`src/rtl/cdr_pkg.sv`:
```
// Shared definitions for the CDR bang-bang phase detector / vote decimator.
//   PD_WIDTH     - default samples per word
//   PD_VOTE_WIN  - default valid words per decision window
//   PD_THRESH    - default minimum |net vote| for an up/dn pulse
//   net_w()      - signed width that holds any window net vote
//   pd_dec_t     - decision encoding for benches and monitors
package cdr_pkg;

  localparam int unsigned PD_WIDTH    = 10;
  localparam int unsigned PD_VOTE_WIN = 4;
  localparam int unsigned PD_THRESH   = 2;

  // Magnitude never exceeds width*win, plus one sign bit.
  function automatic int unsigned net_w(input int unsigned width, input int unsigned win);
    return $clog2(width * win + 1) + 1;
  endfunction

  typedef enum logic [1:0] {
    NONE = 2'd0,
    UP   = 2'd1,
    DN   = 2'd2
  } pd_dec_t;

endpackage

```
`src/rtl/cdr_pd_count.sv`:
```
// Combinational early/late vote count for one word of Alexander phase-detector samples.
//   data_smp  - data samples, bit 0 oldest
//   edge_smp  - edge samples, edge_smp[i] between d[i-1] and data_smp[i]
//   d_last    - last data bit of the previous valid word (d[-1])
//   prev_ok   - d_last is meaningful; pair i=0 is skipped when low
//   early_cnt - number of early votes in this word
//   late_cnt  - number of late votes in this word
module cdr_pd_count
  import cdr_pkg::*;
#(
  parameter int unsigned WIDTH = PD_WIDTH,
  localparam int unsigned CW   = $clog2(WIDTH + 1)
) (
  input  logic [WIDTH-1:0] data_smp,
  input  logic [WIDTH-1:0] edge_smp,
  input  logic             d_last,
  input  logic             prev_ok,
  output logic [CW-1:0]    early_cnt,
  output logic [CW-1:0]    late_cnt
);

  logic d_prev;
  logic pair_ok;

  always_comb begin
    early_cnt = '0;
    late_cnt  = '0;
    d_prev    = 1'b0;
    pair_ok   = 1'b0;
    for (int i = 0; i < int'(WIDTH); i++) begin
      if (i == 0) begin
        d_prev  = d_last;
        pair_ok = prev_ok;
      end else begin
        d_prev  = data_smp[i-1];
        pair_ok = 1'b1;
      end
      // On a transition the edge sample matches exactly one neighbour:
      // matching the older bit means the clock sampled early.
      if (pair_ok && (d_prev != data_smp[i])) begin
        if (edge_smp[i] == d_prev) begin
          early_cnt = early_cnt + CW'(1);
        end else begin
          late_cnt = late_cnt + CW'(1);
        end
      end
    end
  end

endmodule

```
`src/rtl/cdr_bbpd_voter.sv`:
```
// Bang-bang phase detector with vote decimation for the RX CDR loop.
// Two pipeline stages: stage 1 registers per-word early/late counts, stage 2
// accumulates them over VOTE_WIN valid words and issues at most one up/dn pulse.
//   clk      - sample-word clock
//   rst_n    - synchronous active-low reset
//   data_smp - data samples, bit 0 oldest
//   edge_smp - interleaved edge samples
//   in_valid - word valid this cycle
//   up       - one-cycle pulse, net vote >= THRESH
//   dn       - one-cycle pulse, net vote <= -THRESH
//   win_done - one-cycle pulse at every window end
//   net_vote - signed net vote of the last completed window
module cdr_bbpd_voter
  import cdr_pkg::*;
#(
  parameter int unsigned WIDTH    = PD_WIDTH,
  parameter int unsigned VOTE_WIN = PD_VOTE_WIN,
  parameter int unsigned THRESH   = PD_THRESH,
  localparam int unsigned NW      = net_w(WIDTH, VOTE_WIN)
) (
  input  logic                 clk,
  input  logic                 rst_n,
  input  logic [WIDTH-1:0]     data_smp,
  input  logic [WIDTH-1:0]     edge_smp,
  input  logic                 in_valid,
  output logic                 up,
  output logic                 dn,
  output logic                 win_done,
  output logic signed [NW-1:0] net_vote
);

  localparam int unsigned CW = $clog2(WIDTH + 1);
  localparam int unsigned BW = (VOTE_WIN > 1) ? $clog2(VOTE_WIN) : 1;
  localparam int          ThreshI = int'(THRESH);

  // Boundary history, held across in_valid gaps
  logic d_last_q;
  logic prev_ok_q;

  logic [CW-1:0] early_cnt;
  logic [CW-1:0] late_cnt;

  // Stage 1
  logic [CW-1:0] e_q;
  logic [CW-1:0] l_q;
  logic          s1_valid_q;

  // Stage 2
  logic signed [NW-1:0] acc_q, acc_d;
  logic [BW-1:0]        beat_q, beat_d;
  logic signed [NW-1:0] net_q, net_d;
  logic                 up_q, up_d;
  logic                 dn_q, dn_d;
  logic                 win_done_q, win_done_d;

  logic signed [NW-1:0] diff;
  logic signed [NW-1:0] net_sum;

  cdr_pd_count #(
    .WIDTH (WIDTH)
  ) u_pd_count (
    .data_smp  (data_smp),
    .edge_smp  (edge_smp),
    .d_last    (d_last_q),
    .prev_ok   (prev_ok_q),
    .early_cnt (early_cnt),
    .late_cnt  (late_cnt)
  );

  always_ff @(posedge clk) begin
    if (!rst_n) begin
      d_last_q   <= 1'b0;
      prev_ok_q  <= 1'b0;
      e_q        <= '0;
      l_q        <= '0;
      s1_valid_q <= 1'b0;
    end else begin
      s1_valid_q <= in_valid;
      if (in_valid) begin
        d_last_q  <= data_smp[WIDTH-1];
        prev_ok_q <= 1'b1;
        e_q       <= early_cnt;
        l_q       <= late_cnt;
      end
    end
  end

  // Counts are zero-extended before subtraction; NW is wider than CW.
  assign diff    = $signed(NW'(e_q)) - $signed(NW'(l_q));
  assign net_sum = acc_q + diff;

  always_comb begin
    acc_d      = acc_q;
    beat_d     = beat_q;
    net_d      = net_q;
    up_d       = 1'b0;
    dn_d       = 1'b0;
    win_done_d = 1'b0;
    if (s1_valid_q) begin
      if (beat_q == BW'(VOTE_WIN - 1)) begin
        acc_d      = '0;
        beat_d     = '0;
        net_d      = net_sum;
        win_done_d = 1'b1;
        up_d       = (int'(net_sum) >= ThreshI);
        dn_d       = (int'(net_sum) <= -ThreshI);
      end else begin
        acc_d  = net_sum;
        beat_d = beat_q + BW'(1);
      end
    end
  end

  always_ff @(posedge clk) begin
    if (!rst_n) begin
      acc_q      <= '0;
      beat_q     <= '0;
      net_q      <= '0;
      up_q       <= 1'b0;
      dn_q       <= 1'b0;
      win_done_q <= 1'b0;
    end else begin
      acc_q      <= acc_d;
      beat_q     <= beat_d;
      net_q      <= net_d;
      up_q       <= up_d;
      dn_q       <= dn_d;
      win_done_q <= win_done_d;
    end
  end

  assign up       = up_q;
  assign dn       = dn_q;
  assign win_done = win_done_q;
  assign net_vote = net_q;

endmodule

```
`config.mk`:
```
export PLATFORM = sky130hd
export DESIGN_NAME = cdr_bbpd_voter
export DESIGN_NICKNAME = d
export VERILOG_FILES = /design/src/rtl/cdr_pkg.sv /design/src/rtl/cdr_pd_count.sv /design/src/rtl/cdr_bbpd_voter.sv
export SDC_FILE = /design/constraint.sdc
export NUM_CORES = 1
export LEC_CHECK = 0
export ABC_AREA = 1
export CORE_UTILIZATION = 45
export DETAILED_ROUTE_END_ITERATION = 6
export DONT_BUFFER_PORTS = 1
export GPL_TIMING_DRIVEN = 0
export HOLD_SLACK_MARGIN = 0.02
export PLACE_DENSITY = 0.63
export RECOVER_POWER = 100
export SKIP_LAST_GASP = 1
export SYNTH_ARGS = -nofsm -noshare
export SYNTH_HDL_FRONTEND = slang
export SYNTH_SLANG_ARGS = --single-unit
export TNS_END_PERCENT = 20
```
`constraint.sdc`:
```
create_clock -name clk -period 8 [get_ports clk]
set_input_delay 2 -clock clk [delete_from_list [all_inputs] [get_ports clk]]
set_output_delay 2 -clock clk [all_outputs]
set_load 0.1 [all_outputs]
```
# == After elaboration in Yosys (flattened, before gate mapping) ==
# Index checks and enable logic that the tools add are counted.
# classes
add_sub_neg,21
magnitude_cmp,2
n_eq_ne,21
n_mux,43
n_reduce_logical,4
# op_table
operator,n
4-bit 2-to-1 mux,36
4-bit by 1-bit adder with 4-bit output (second input constant),17
1-bit equality test,10
1-bit != test,10
7-bit by 5-bit adder with 7-bit output,1
7-bit by 3-bit >= comparator with 1-bit output (second input constant),1
7-bit by 2-bit less-or-equal comparator with 1-bit output (second input constant),1
7-bit 2-to-1 mux,1
1-bit 2-to-1 mux,5
4-bit by 4-bit subtractor with 5-bit output,1
2-bit AND reduction,2
3-bit AND reduction,1
1-bit by 1-bit adder with 2-bit output (second input constant),1
2-bit by 1-bit adder with 2-bit output (second input constant),1
2-bit equality test (second input constant),1
2-bit 2-to-1 mux,1
1-bit logical AND,1
# totals
ff_bits,30
in_bits,23
output_inout_bits,10
wordCells,102

# == Longest topological paths before layout ==
# logic_depth
word_depth,30
depth_mapped,40
depth_no_buf,40

# == By module ==
# A second synthesis with hierarchy kept.
# hier_totals
hier_cells,601
area_unflattened_um2,3708.6
# modules_own_cells
module,n_inst,cells_each,area_each_um2,seq_area_each_um2
cdr_pd_count,1,401,2207.1,0.0
cdr_bbpd_voter,1,200,1501.4,600.6

# == Worst setup path before layout ==
# No wires, ideal clock.
# synth_path
path_type,input -> register
startpoint,in data_smp[0]
endpoint,reg e_q[1]
setup_ns,0.132
arrival_ns,6.617
required_time_ns,7.868
setup_slack_ns,1.251
stages,36
path_buffers,0
cell_sequence,nand2_1 -> nand2_1 -> nor2_1 -> inv_1 -> nor2_1 -> ha_1 -> nand2_1 -> nand2_1 -> ha_1 -> nand2_1 -> nand2_1 -> ha_1 -> or2_2 -> nand2_1 -> inv_1 -> nand2_1 -> nand3_1 -> nand2_1 -> inv_1 -> ha_1 -> or2_2 -> nand2_1 -> xnor2_1 -> nand2_1 -> nand2_1 -> inv_1 -> ha_1 -> nor2_1 -> a21oi_2 -> ha_1 -> nand2_1 -> nand2_1 -> ha_1 -> o21ai_0 -> o21bai_1 -> a21oi_1
# synth_between
elab_chain_cells,30
word_cells_on_any_way,32
classes_between,add/sub: 9; eq/ne: 3; mux: 19; reduce/logical: 1
# synth_lines
item,line_no,source
start: declaration,cdr_bbpd_voter.sv:23,"input logic [WIDTH-1:0] data_smp,"
1-bit != test,cdr_pd_count.sv:40,if (pair_ok && (d_prev != data_smp[i])) begin
1-bit logical AND,cdr_pd_count.sv:40,
1-bit 2-to-1 mux,cdr_pd_count.sv:40,
4-bit by 1-bit adder with 4-bit output,cdr_pd_count.sv:42,early_cnt = early_cnt + CW'(1);
4-bit 2-to-1 mux,cdr_pd_count.sv:41,if (edge_smp[i] == d_prev) begin
4-bit 2-to-1 mux (*),cdr_pd_count.sv:40,
4-bit by 1-bit adder with 4-bit output,cdr_pd_count.sv:42,
4-bit 2-to-1 mux,cdr_pd_count.sv:41,
(+14 left out),--,
4-bit 2-to-1 mux,cdr_pd_count.sv:41,
4-bit 2-to-1 mux (*),cdr_pd_count.sv:40,
4-bit by 1-bit adder with 4-bit output,cdr_pd_count.sv:42,
4-bit 2-to-1 mux,cdr_pd_count.sv:41,
4-bit 2-to-1 mux (*),cdr_pd_count.sv:40,
4-bit by 1-bit adder with 4-bit output,cdr_pd_count.sv:42,
4-bit 2-to-1 mux,cdr_pd_count.sv:41,
4-bit 2-to-1 mux (*),cdr_pd_count.sv:40,
end signal: assignment,cdr_bbpd_voter.sv:82,e_q <= early_cnt;
end: declaration,cdr_bbpd_voter.sv:44,logic [CW-1:0] e_q;
# Mark *: on every way between the ends. The rest lies on a longest branch, timed or not.
# A chain may end at the register's enable or synchronous reset.

# == Worst setup path in the final report ==
# Ends and elaborated chain as after synthesis.

==> results.py <==
metrics = {
    "worst_setup_path": {
        "critical_path.top_delay_family": "simple AND/OR/NAND/NOR gates",
        "path_buf_inv": 4,
        "worstSetupPathType": "in -> reg",
        "max_stage_delay_ns": 0.31,
        "path_common_cell": "nand2_1",
        "cp.arrival_ns": 7.04,
        "crit_fanout": 5,
        "crit_path_start_kind": "input port",
        "crit_slowest_cell": "ha_1",
        "r2r_cells": 35,
        "end_kind": "register",
        "r2r_slack_ns": 2.39,
        "worstPathRequired_ns": 8.14,
        "r2r-start": "d_last_q",
        "r2r-end": "e_q[1]",
    },
    "timing": {
        "fin_setup_tns_ns": 0,
        "whs_ns": 0.459,
        "rsz0062_at_grt": "no",
        "worst_pin_slew_ns": 0.992,
        "fin_crit_ns": 6.90,
        "fmax_mhz": 145,
        "drv_slew": 0,
        "fin_ws_ns": 1.10,
        "hold_violations": 0,
        "slew_headroom_pct": 33.8,
        "setup_violations": 0,
        "finalCritPeriodShare_pct": 86.2,
        "fin_skew_ns": 0.00567,
    },
    "cts": {
        "cts_resized": 0,
        "cts.clk_slew.worst_paths_ns": 0.06,
        "cts_hold_buf": 0,
        "cts_num_sinks": 30,
        "clk_path_buf_depth": 2,
        "cts_root_buffer": "clkbuf_8",
        "insertion_delay_ns": 0.28,
        "cts_buffers": 5,
        "postCtsSetupBuffers": 0,
        "htree_levels": 2,
        "cts_tree": "built",
    },
    "power_and_ir_drop": {
        "leakage_nw": 2.03,
        "ir_worst_vdd_mv": 0.0628,
        "cellPowerDensity_nw_per_um2": 199,
    },
    "cells_and_area": {
        "synthToLayoutAreaGrowth_pct": 6.40,
        "num_antenna_cells": 0,
        "final_cell_mix": "nand2_1, inv_1, nand3_1",
        "layout_commonest_cell": "nand2_1",
        "layout-drive-gt1-share_pct": 9.60,
        "fin_nets": 625,
    },
    "routing": {
        "avgRoutedWirePerCell_um": 10.4,
        "drc": 0,
        "vias": 3272,
        "first_pass_iters": 4,
        "drtIter0Drc": 70,
        "drtAntennaViolNets": 0,
        "routed_wl_mm": 7.00,
        "avgViaCountPerCell": 4.87,
    },
    "yosys": {
        "synth_top_family_by_area": "simple AND/OR/NAND/NOR gates",
        "async_flop_share_pct": 0,
        "synth_nets": 618,
        "ys.flop_type": "dfxtp_1",
        "synth_warnings": 0,
        "yosys.area_share.simple_pct": 42.9,
        "synthCells": 566,
        "synthMuxAreaShare_pct": 0,
        "synthAdderAreaFrac_pct": 11.0,
        "ys_ff_latch": 30,
        "synth_edf_count": 0,
        "synth_compound_area_share_pct": 8.37,
        "syn_avg_cell_area_um2": 6.08,
        "syn_area_um2": 3440,
        "synthXorXnorAreaFrac_pct": 8.88,
        "yosysUniqueCellTypes": 39,
        "synth-seq-area-share_pct": 17.5,
    },
    "floorplan": {
        "io_pins": 33,
        "rows": 31,
        "initial_core_util_pct": 46.9,
        "fp.dieH_um": 89.4,
        "core_um2": 7330,
        "die_w_um": 89.4,
        "dieArea_um2": 8000,
    },
    "worst_hold_path": {
        "hold_depth": 2,
        "hp-start": "prev_ok_q",
        "worstHoldEndpoint": "prev_ok_q",
        "hp-class": "reg -> reg",
    },
    "grt": {
        "grt_antenna_before_repair": 0,
        "grt_pass1_vias": 3045,
        "grt_max_degree": 11,
        "grt_overflow": 0,
        "grt_usage_pct": 19.0,
        "grt_first_pass_wirelength_mm": 12.2,
    },
    "placed_design": {
        "hpwl_mm": 5.92,
        "io_buffers": 0,
        "routabilityCongestion": 0.848,
        "pre_cts_ws_ns": 0.803,
    },
    "run": {
        "maxCapViolCount": 0,
    },
    "outcome": {
        "outcome": "complete, no violations",
    },
}
worst max-delay path by stage:
stage / slack, ns / startpoint / end / cells past startpoint
2_1_floorplan: 1.25 / data_smp[0] / e_q[1] / 36
3_3_place_gp: 0.89 / data_smp[0] / e_q[1] / 36
3_5_place_dp: 0.80 / data_smp[0] / e_q[1] / 36
4_1_cts: 1.08 / data_smp[0] / e_q[1] / 36
5_1_grt: 0.66 / data_smp[0] / e_q[1] / 36
6_report: 1.10 / data_smp[0] / e_q[1] / 36
tightest hold or removal path: cells and delay by family (launching register included):
kind	cells	cell delay (ns)
DFF	1	0.32
and+or+nand+nor	2	0.09
kinds of logic after synthesis:
family | count (synthesis)
and+or+nand+nor | 318
buffers and inverters | 104
AOI/OAI and AO/OA | 51
xor gates and xnor gates | 34
DFF | 30
adders and majority gates | 29
metrics by stage:
| step | power, mW | utilization, % | std cells | cell area, um2 |
|---|---|---|---|---|
| finish | 0.730 | 49.9 | 672 | 3660 |
| global route | 0.809 | 49.9 | 672 | 3660 |
| CTS | 0.738 | 50.1 | 672 | 3680 |
| detailed placement | 0.580 | 48.6 | 665 | 3560 |
| global placement | 0.567 | 48.6 | 665 | 3560 |
| floorplan | 0.506 | - | 566 | 3440 |
flip-flops by register name, summed over array words and instances, names as in the netlist:
signal and cells:
e_q 4, l_q 4, dn 1, d_last_q 1, net_vote 7, beat_q 2
prev_ok_q 1, s1_valid_q 1, win_done 1, up 1, acc_q 7
final cells by class:
type / count / area, um2
Tap cell: 99 / 124
Sequential cell: 30 / 601
Clock inverter: 1 / 30.0
Inverter: 100 / 375
Buffer: 4 / 18.8
Multi-Input combinational cell: 432 / 2430
Clock buffer: 6 / 82.6
Fill cell: 782 / 3670
cells in the mapped netlist, types with 2 or more instances:
master | instances | share of area (%)
nand2_1 | 170 | 19
inv_1 | 90 | 9.8
nand3_1 | 56 | 8.1
nor2_1 | 44 | 4.8
dfxtp_1 | 30 | 17
ha_1 | 27 | 9.8
xnor2_1 | 23 | 5.9
a21oi_1 | 20 | 2.9
o21ai_0 | 18 | 2.6
nand2_2 | 15 | 2.7
nand3_2 | 10 | 2.9
xor2_1 | 10 | 2.5
inv_2 | 9 | 0.98
nand2_4 | 5 | 1.6
or2_2 | 4 | 0.73
a21oi_2 | 3 | 0.76
nand4_1 | 3 | 0.55
a211oi_1 | 2 | 0.44
a31oi_1 | 2 | 0.36
clkbuf_1 | 2 | 0.22
fa_1 | 2 | 1.2
nor2_2 | 2 | 0.36
nor3_1 | 2 | 0.29
o21bai_1 | 2 | 0.44
power by group:
part	switching, mW	total, mW	leakage [nW]	internal, mW
combinational	0.256	0.400	1.73	0.144
clock	0.0563	0.156	0.0573	0.0995
sequential	0.0111	0.174	0.246	0.163
routing by layer:
metal	vias to the layer above	track usage (%)	share of wire, %
li1	1785	-	-
met1	1446	23.8	50
met2	35	34.6	46
met3	6	3.14	2.7
met4	0	3.17	0.70
met5	-	0	0
No activity file was read; power rests on OpenSTA's default activity.
